$ cat config.mk
export PLATFORM = sky130hd
export DESIGN_NAME = regfile_writeback_arbiter
export DESIGN_NICKNAME = d
export VERILOG_FILES = /design/src/rtl/regfile_writeback_arbiter_pkg.sv /design/src/rtl/regfile_writeback_arbiter_wb_fifo.sv /design/src/rtl/regfile_writeback_arbiter.sv
export SDC_FILE = /design/constraint.sdc
export NUM_CORES = 1
export LEC_CHECK = 0
export BUFFER_PORTS_ARGS = -buffer_cell sky130_fd_sc_hd__buf_2
export CAP_MARGIN = 25
export CORE_ASPECT_RATIO = 1.25
export CORE_MARGIN = 4
export CORE_UTILIZATION = 35
export DETAILED_ROUTE_END_ITERATION = 6
export GPL_TIMING_DRIVEN = 0
export MAX_ROUTING_LAYER = met4
export PLACE_DENSITY = 0.65
export SYNTH_ARGS = -nofsm -noshare
export SYNTH_HDL_FRONTEND = slang
export SYNTH_SLANG_ARGS = --single-unit
$ cat constraint.sdc
create_clock -name clk -period 5.45 [get_ports clk]
set_clock_uncertainty 0.15 [all_clocks]
set_input_delay 0.545 -clock clk [delete_from_list [all_inputs] [get_ports clk]]
set_output_delay 0.545 -clock clk [all_outputs]
set_load 0.1 [all_outputs]
$ cat src/rtl/regfile_writeback_arbiter_pkg.sv
// Shared types and constants for the register-file
// writeback path.
package regfile_writeback_arbiter_pkg;

  localparam int REG_ADDRESS_WIDTH = 5;
  localparam int WIDTH             = 32;
  localparam int NO_OF_REG         = 32;

  localparam logic [REG_ADDRESS_WIDTH-1:0] ZERO_REG = '0;

  typedef struct packed {
    logic [REG_ADDRESS_WIDTH-1:0] addr;
    logic [WIDTH-1:0]             data;
  } wb_req_t;

endpackage

$ cat src/rtl/regfile_writeback_arbiter_wb_fifo.sv
// Mul/div result queue; exposes per-entry valid and
// address so the hazard compare can scan all entries.
module regfile_writeback_arbiter_wb_fifo #(
  parameter int DEPTH = 4,
  parameter int AW    = 5,
  parameter int DW    = 32
) (
  input  logic                      clk,
  input  logic                      rst,
  input  logic                      i_push,
  input  logic [AW-1:0]             i_addr,
  input  logic [DW-1:0]             i_data,
  input  logic                      i_pop,
  output logic [AW-1:0]             o_head_addr,
  output logic [DW-1:0]             o_head_data,
  output logic                      o_empty,
  output logic [$clog2(DEPTH):0]    o_count,
  output logic [DEPTH-1:0]          o_valid,
  output logic [DEPTH-1:0][AW-1:0]  o_addr
);

  localparam int PW = $clog2(DEPTH);

  logic [DEPTH-1:0][AW-1:0] r_addr;
  logic [DEPTH-1:0][DW-1:0] r_data;
  logic [PW-1:0]            r_wr;
  logic [PW-1:0]            r_rd;
  logic [PW:0]              r_cnt;

  logic w_full;
  logic w_push;
  logic w_pop;

  assign w_full  = r_cnt == (PW+1)'(DEPTH);
  assign o_empty = r_cnt == '0;
  assign w_push  = i_push && !w_full;
  assign w_pop   = i_pop && !o_empty;

  assign o_head_addr = r_addr[r_rd];
  assign o_head_data = r_data[r_rd];
  assign o_count     = r_cnt;
  assign o_addr      = r_addr;

  // An entry is live when its distance from the read
  // pointer is below the occupancy.
  for (genvar g = 0; g < DEPTH; g++) begin : g_valid
    assign o_valid[g] =
      {1'b0, PW'(PW'(g) - r_rd)} < r_cnt;
  end

  always_ff @(posedge clk) begin
    if (w_push) begin
      r_addr[r_wr] <= i_addr;
      r_data[r_wr] <= i_data;
    end
  end

  always_ff @(posedge clk or posedge rst) begin
    if (rst) begin
      r_wr  <= '0;
      r_rd  <= '0;
      r_cnt <= '0;
    end else begin
      if (w_push) r_wr <= r_wr + PW'(1);
      if (w_pop)  r_rd <= r_rd + PW'(1);
      unique case ({w_push, w_pop})
        2'b10:   r_cnt <= r_cnt + (PW+1)'(1);
        2'b01:   r_cnt <= r_cnt - (PW+1)'(1);
        default: r_cnt <= r_cnt;
      endcase
    end
  end

endmodule

$ cat src/rtl/regfile_writeback_arbiter.sv
// Single write-port owner for the register file: ALU
// writes direct, mul/div results queued, with hazards.
module regfile_writeback_arbiter #(
  parameter int DEPTH             = 4,
  parameter int REG_ADDRESS_WIDTH = 5,
  parameter int WIDTH             = 32,
  parameter int STARVE_LIMIT      = 3
) (
  input  logic                         clk,
  input  logic                         rst,
  input  logic                         alu_we,
  input  logic [REG_ADDRESS_WIDTH-1:0] alu_addr,
  input  logic [WIDTH-1:0]             alu_data,
  output logic                         alu_stall,
  input  logic                         md_valid,
  output logic                         md_ready,
  input  logic [REG_ADDRESS_WIDTH-1:0] md_addr,
  input  logic [WIDTH-1:0]             md_data,
  input  logic [REG_ADDRESS_WIDTH-1:0] rd_a1,
  input  logic [REG_ADDRESS_WIDTH-1:0] rd_a2,
  output logic                         hazard1,
  output logic                         hazard2,
  output logic                         WE3,
  output logic [REG_ADDRESS_WIDTH-1:0] A3,
  output logic [WIDTH-1:0]             WD3
);

  import regfile_writeback_arbiter_pkg::*;

  localparam int SW = $clog2(STARVE_LIMIT + 1);
  localparam int CW = $clog2(DEPTH) + 1;
  localparam logic [REG_ADDRESS_WIDTH-1:0] A_ZERO =
    REG_ADDRESS_WIDTH'(ZERO_REG);

  logic                         r_we;
  logic [REG_ADDRESS_WIDTH-1:0] r_a3;
  logic [WIDTH-1:0]             r_wd3;
  logic [SW-1:0]                r_starve;

  logic                         w_alu_req;
  logic                         w_push;
  logic                         w_full;
  logic                         w_empty;
  logic                         w_force;
  logic                         w_gnt_alu;
  logic                         w_gnt_fifo;
  logic [CW-1:0]                w_count;
  logic [REG_ADDRESS_WIDTH-1:0] w_head_addr;
  logic [WIDTH-1:0]             w_head_data;
  logic [DEPTH-1:0]             w_valid;
  logic [DEPTH-1:0][REG_ADDRESS_WIDTH-1:0] w_addrs;
  logic [DEPTH-1:0]             w_hit1;
  logic [DEPTH-1:0]             w_hit2;

  assign w_full    = w_count == CW'(DEPTH);
  assign md_ready  = !w_full;
  assign w_alu_req = alu_we && (alu_addr != A_ZERO);
  // Writes to $0 complete the handshake but are dropped.
  assign w_push    = md_valid && md_ready &&
                     (md_addr != A_ZERO);

  assign w_force    = !w_empty &&
                      (r_starve == SW'(STARVE_LIMIT));
  assign w_gnt_alu  = w_alu_req && !w_force;
  assign w_gnt_fifo = w_force || (!w_alu_req && !w_empty);
  assign alu_stall  = w_force;

  regfile_writeback_arbiter_wb_fifo #(
    .DEPTH (DEPTH),
    .AW    (REG_ADDRESS_WIDTH),
    .DW    (WIDTH)
  ) u_wb_fifo (
    .clk         (clk),
    .rst         (rst),
    .i_push      (w_push),
    .i_addr      (md_addr),
    .i_data      (md_data),
    .i_pop       (w_gnt_fifo),
    .o_head_addr (w_head_addr),
    .o_head_data (w_head_data),
    .o_empty     (w_empty),
    .o_count     (w_count),
    .o_valid     (w_valid),
    .o_addr      (w_addrs)
  );

  for (genvar g = 0; g < DEPTH; g++) begin : g_hit
    assign w_hit1[g] = w_valid[g] && (w_addrs[g] == rd_a1);
    assign w_hit2[g] = w_valid[g] && (w_addrs[g] == rd_a2);
  end

  assign hazard1 = (|w_hit1) && (rd_a1 != A_ZERO);
  assign hazard2 = (|w_hit2) && (rd_a2 != A_ZERO);

  always_ff @(posedge clk or posedge rst) begin
    if (rst) begin
      r_starve <= '0;
    end else if (w_empty || w_gnt_fifo) begin
      r_starve <= '0;
    end else if (w_gnt_alu &&
                 r_starve != SW'(STARVE_LIMIT)) begin
      r_starve <= r_starve + SW'(1);
    end
  end

  always_ff @(posedge clk or posedge rst) begin
    if (rst) begin
      r_we  <= 1'b0;
      r_a3  <= '0;
      r_wd3 <= '0;
    end else begin
      unique case (1'b1)
        w_gnt_alu: begin
          r_we  <= 1'b1;
          r_a3  <= alu_addr;
          r_wd3 <= alu_data;
        end
        w_gnt_fifo: begin
          r_we  <= 1'b1;
          r_a3  <= w_head_addr;
          r_wd3 <= w_head_data;
        end
        default: r_we <= 1'b0;
      endcase
    end
  end

  assign WE3 = r_we;
  assign A3  = r_a3;
  assign WD3 = r_wd3;

endmodule

## Yosys cells after proc, flatten, opt, wreduce, memory -nomap -nowiden

Index checks and enable logic that the tools add are counted.

| storage, ports and cells | value |
|---|---|
| register bits after elaboration | 195 |
| output and inout bits | 42 |
| logic and storage cells | 97 |

| operators by class | value |
|---|---|
| reduce and logical (&&, ||, !) cells | 37 |
| equal/unequal tests | 13 |
| add/sub/neg operators | 9 |
| muxes and demuxes | 16 |
| $lt $le $gt $ge | 7 |

Operators by type and width:

| cell | number |
|---|---|
| bitwise mux 128 bit | 1 |
| binary-select mux 32 bit (select 2 bit) | 1 |
| demux 32 bit (select 2 bit) | 1 |
| two-way mux 32 bit | 2 |
| one-hot mux 32 bit (2 select lines) | 1 |
| equality test 5 bit | 8 |
| bitwise mux 20 bit | 1 |
| logical AND 1 bit | 20 |
| nonzero test 5 bit | 4 |
| < comparator 2 x 3 -> 1 bit | 4 |
| binary-select mux 5 bit (select 2 bit) | 1 |
| demux 5 bit (select 2 bit) | 1 |
| two-way mux 5 bit | 2 |
| one-hot mux 5 bit (2 select lines) | 1 |
| OR reduction 4 bit | 2 |
| adder 2 x 1 -> 2 bit (second input constant) | 3 |
| < comparator 2 x 3 -> 1 bit (second input constant) | 2 |
| one-hot mux 3 bit (2 select lines) | 1 |
| nonzero test 2 bit | 3 |
| equality test 2 bit (second input constant) | 2 |
| logical NOT 1 bit | 4 |
| two-way mux 2 bit | 2 |
| subtractor 1 x 2 -> 2 bit (first input constant) | 2 |
| subtractor 2 bit (first input constant) | 2 |
| other kinds (10) | 11 |

## Logic depth before layout (Yosys ltp)

| depth | value |
|---|---|
| word-level depth | 8 |
| mapped depth | 11 |
| gate-level depth less buffers | 11 |

## By module

A second synthesis with hierarchy kept.

| unflattened totals | value |
|---|---|
| cell total of the unflattened synthesis | 512 |
| area, all modules | 8544.4 um^2 |

Modules (own cells, without submodules):

| module | seq. area each (um^2) | area an instance (um^2) | cells each | times used |
|---|---|---|---|---|
| regfile_writeback_arbiter_wb_fifo | 4619.4 | 5936.9 | 250 | 1 |
| regfile_writeback_arbiter | 1001.0 | 2607.5 | 262 | 1 |

## Least setup slack after synthesis

OpenSTA, ideal clock, no wires.

| timing path | value |
|---|---|
| kind | register -> output |
| start | reg u_wb_fifo.r_rd[1] |
| end | out hazard2 |
| setup slack | 1511 ps |
| cell stages (with the launch flop) | 9 |
| arrival time | 3244 ps |
| buffers on the path | 1 |
| cell sequence | dfrtp_1 -> buf_1 -> inv_1 -> ha_1 -> a21boi_0 -> o21ba_2 -> nor4_1 -> nor4_1 -> a21oi_1 |

| between the ends | value |
|---|---|
| longest elaborated chain between the ends | 5 |
| elaborated cells between the ends (all ways) | 14 |
| those cells by class | add/sub: 4; order compare: 4; reduce/logical: 6 |

Ends and longest elaborated chain:

| element | line | text |
|---|---|---|
| start: declaration | regfile_writeback_arbiter_wb_fifo.sv:27 | `logic [PW-1:0] r_rd;` |
| start signal: assignment | regfile_writeback_arbiter_wb_fifo.sv:65 | `if (w_pop) r_rd <= r_rd + PW'(1);` |
| subtractor 1 x 2 -> 2 bit / subtractor 2 bit (equally long branches) | regfile_writeback_arbiter_wb_fifo.sv:48 | `{1'b0, PW'(PW'(g) - r_rd)} < r_cnt;` |
| < comparator 2 x 3 -> 1 bit | regfile_writeback_arbiter_wb_fifo.sv:48 |  |
| logical AND 1 bit | regfile_writeback_arbiter.sv:89 | `assign w_hit2[g] = w_valid[g] && (w_addrs[g] == rd_a2);` |
| OR reduction 4 bit (*) | regfile_writeback_arbiter.sv:93 | `assign hazard2 = (\|w_hit2) && (rd_a2 != A_ZERO);` |
| logical AND 1 bit (*) | regfile_writeback_arbiter.sv:93 |  |
| end: declaration | regfile_writeback_arbiter.sv:22 | `output logic hazard2,` |

Every way passes the cells marked *; elsewhere a longest branch is shown, timed or not.

## Final worst setup path

Ends and elaborated chain as after synthesis.

==> metrics.md <==
| Metric | Value |
|---|---|
| Status | `complete, no violations` |
| Initial drt markers | `270` |
| Clk sinks | `195` |
| Post-synth ARST share | `24.1%` |
| Setup crit start kind | `register` |
| Area growth, synth to finish | `21.0%` |
| Vias | `4917` |
| Post CTS Setup Buffer Count | `0` |
| Area after DPL | `0.00930 mm²` |
| Synthesis Warnings | `0` |
| Tmin final | `3870 ps` |
| Leakage power | `3.73 nW` |
| Hpwl dp | `14000 µm` |
| Max stage delay on crit path | `520 ps` |
| Critical Path, Cell by Cell | `buf_1, inv_1, ha_1, a21boi_0, o21ba_2, nor4_1, nor4_1, a21oi_1, buf_2` |
| Clock Tree Buf Depth | `2` |
| Die X-Extent | `145 µm` |
| R2R Path End | `u_wb_fifo.r_data[55]` |
| Mapped Cells | `547` |
| Chip Height | `179 µm` |
| Comb pwr share | `43.7%` |
| Worst-path clk slew | `70 ps` |
| Max Cap Viol | `0` |
| Hold WC Path Type | `in -> reg` |
| Initial core utilization | `35.7%` |
| NetSw | `0.00270 W` |
| Max H-tree Level | `4` |
| Synth area leaders | `edfxtp_1 54%, dfrtp_1 14%, mux4_2 10%` |
| Crit path max-delay cell type | `buf_1` |
| Share of the synthesized area in the top cell type | `54.0%` |
| Root Buffer | `clkbuf_16` |
| Tcrit/Tclk final | `71.1%` |
| Share of cells above drive strength 1 | `30.7%` |
| Syn nets | `646` |
| Seq/Total Area, Yosys | `68.3%` |
| Post-synth EDFFs | `148` |
| Slew @ Worst Pin | `749 ps` |
| Min-delay src | `md_data[23]` |
| Final setup violation count | `0` |
| Sw frac | `42.9%` |
| Worst Setup End Kind | `primary output` |
| Post-route DRC | `0` |
| Worst r2r src | `u_wb_fifo.o_count[1]` |
| Crit path DAT | `3180 ps` |
| Total die area | `0.0261 mm²` |
| # hold bufs at CTS | `1` |
| Internal power | `0.00358 W` |
| Setup TNS | `0 ps` |
| PortBufs | `119` |
| Gates resized, CTS repair | `0` |
| R2R cell count | `6` |
| Predominant post-synthesis flop cell | `edfxtp_1` |
| Remaining Overflow, GRT | `0` |
| Nets | `790` |
| Flop pwr share | `34.6%` |
| Worst path most repeated cell | `nor4_1` |
| Num CTS Buffers | `17` |
| DR pass1 iterations | `4` |
| Placement Setup Slack | `2030 ps` |
| RePlAce Congestion | `0.803` |
| Clk_lat worst skew | `430 ps` |
| Hold Path Stages | `1` |
| Number of fill cells | `2047` |
| Reg2reg setup slack | `2820 ps` |
| Synth Cell Area | `0.00823 mm²` |
| Fmax achieved | `258 MHz` |
| Power per cell area | `630 mW/mm²` |
| Slew Limit Fails | `0` |
| CTS tree | `done` |
| Area of the core | `0.0230 mm²` |
| Syn_area_per_cell | `15.1 µm²` |
| RSZ-0062 raised after global routing | `false` |
| Required time worst endpoint | `4760 ps` |
| Remaining antenna violation count | `0` |
| Unique cell type count in the Yosys netlist | `34` |
| Max VDD drop | `0.000427 V` |
| Final worst slack | `1580 ps` |
| Worst-path fanout max | `10` |
| First-pass GRT wire length | `29900 µm` |
| Overall power | `0.00628 W` |
| Site Rows | `62` |
| Tot GR Track Use | `15.5%` |
| Vias in the first global route | `5246` |
| Clk network pwr share | `21.7%` |
| Hold Path Sink | `u_wb_fifo.r_data[87]` |
| Wire per inst | `19.6 µm` |
| Setup CP Type | `reg -> out` |
| IO Count | `130` |
| Via density | `4.95` |
| Most frequent cells in the layout | `148 x edfxtp_1, 128 x buf_2, 81 x nand2_1` |
| Initial antenna violation count | `1` |
| Final hold vios | `0` |
| Synth Register Bits | `195` |
| Commonest non-fill, non-tap cell in the layout | `edfxtp_1` |
| Relative slew slack | `50.1%` |
| Routed WL | `19500 µm` |
| Pin count of the biggest net entering global routing | `36` |
| Dominant cell type by area after synthesis | `edfxtp_1` |
| Post-route cell area | `0.00997 mm²` |
## Yosys cell counts, types with 2 or more instances
| master | count |
|---|---|
| nand2b_1 | 2 |
| nand3_1 | 10 |
| buf_1 | 5 |
| clkbuf_1 | 19 |
| dfrtp_1 | 47 |
| buf_4 | 2 |
| ha_1 | 10 |
| mux4_2 | 37 |
| edfxtp_1 | 148 |
| o21ai_0 | 3 |
| nand2_1 | 81 |
| xor2_1 | 20 |
| o21ba_2 | 2 |
| a21oi_1 | 4 |
| xnor2_1 | 27 |
| inv_1 | 14 |
| nor4_1 | 10 |
| buf_2 | 9 |
| nor2_1 | 40 |
| o22ai_1 | 2 |
| nor3_1 | 4 |
| a31oi_1 | 35 |
| and2_1 | 5 |
## stage by stage
step,util (%),cells,hold slack (ps)
global placement,39.9,954,298
CTS,43.2,992,159
detailed placement,40.3,959,296
finish,43.3,994,176
floorplan,-,547,279
global route,43.2,993,155
## registers in the layout, indices dropped and copies added (netlist names)
signal	count
u_wb_fifo.o_count	3
A3	5
u_wb_fifo.r_wr	2
WE3	1
u_wb_fifo.r_data	128
WD3	32
u_wb_fifo.r_rd	2
r_starve	2
u_wb_fifo.o_addr	20
## worst max path at each step
stage	from	endpoint
2_1_floorplan	u_wb_fifo.r_rd[1]	hazard2
3_3_place_gp	u_wb_fifo.o_count[0]	u_wb_fifo.r_data[20]
3_5_place_dp	u_wb_fifo.r_rd[1]	hazard2
4_1_cts	u_wb_fifo.r_rd[1]	hazard2
5_1_grt	u_wb_fifo.r_rd[1]	hazard2
6_report	u_wb_fifo.r_rd[1]	hazard2
## final cells by class
type	instances	area, µm²	share of cell area, %
Sequential cell	195	5620	56.4
Clock buffer	20	468	4.69
Clock inverter	12	189	1.90
Timing Repair Buffer	125	706	7.08
Multi-Input combinational cell	302	2400	24.1
Buffer	36	161	1.62
Tap cell	288	360	3.62
Antenna cell	2	5.00	0.0502
Inverter	14	52.6	0.527
## kinds of logic after synthesis
family / count (synthesis) / synth area share, %
buffers and inverters: 50 / 2.60
and+or+nand+nor: 157 / 8.28
adders and majority gates: 11 / 1.76
xor gates and xnor gates: 47 / 5.00
DFF: 195 / 68.3
muxes: 38 / 10.3
AOI/OAI and AO/OA: 49 / 3.84
## metal layers
metal / global-route usage (%) / wire length (µm) / up-vias
met5: - / 0 / -
met3: 2.80 / 582 / 23
li1: - / - / 2301
met1: 18.3 / 8040 / 2499
met4: 5.28 / 348 / 0
met2: 27.0 / 10500 / 94
## critical path, delay by kind of cell (launching register included)
family	cells	cell delay (ps)
buf+inv	3	1080
flops	1	460
fa+ha+maj	1	330
simple gates	2	380
compound gates	3	500
## power by group through the flow
stage	Clock, W	Combinational, W	Sequential (W)
2_1_floorplan	0	0.00117	0.00314
3_3_place_gp	0	0.00272	0.00220
3_5_place_dp	0	0.00279	0.00220
4_1_cts	0.00139	0.00279	0.00217
5_1_grt	0.00146	0.00293	0.00221
6_report	0.00136	0.00274	0.00217
Note: power is estimated with default switching activity, not from simulation.
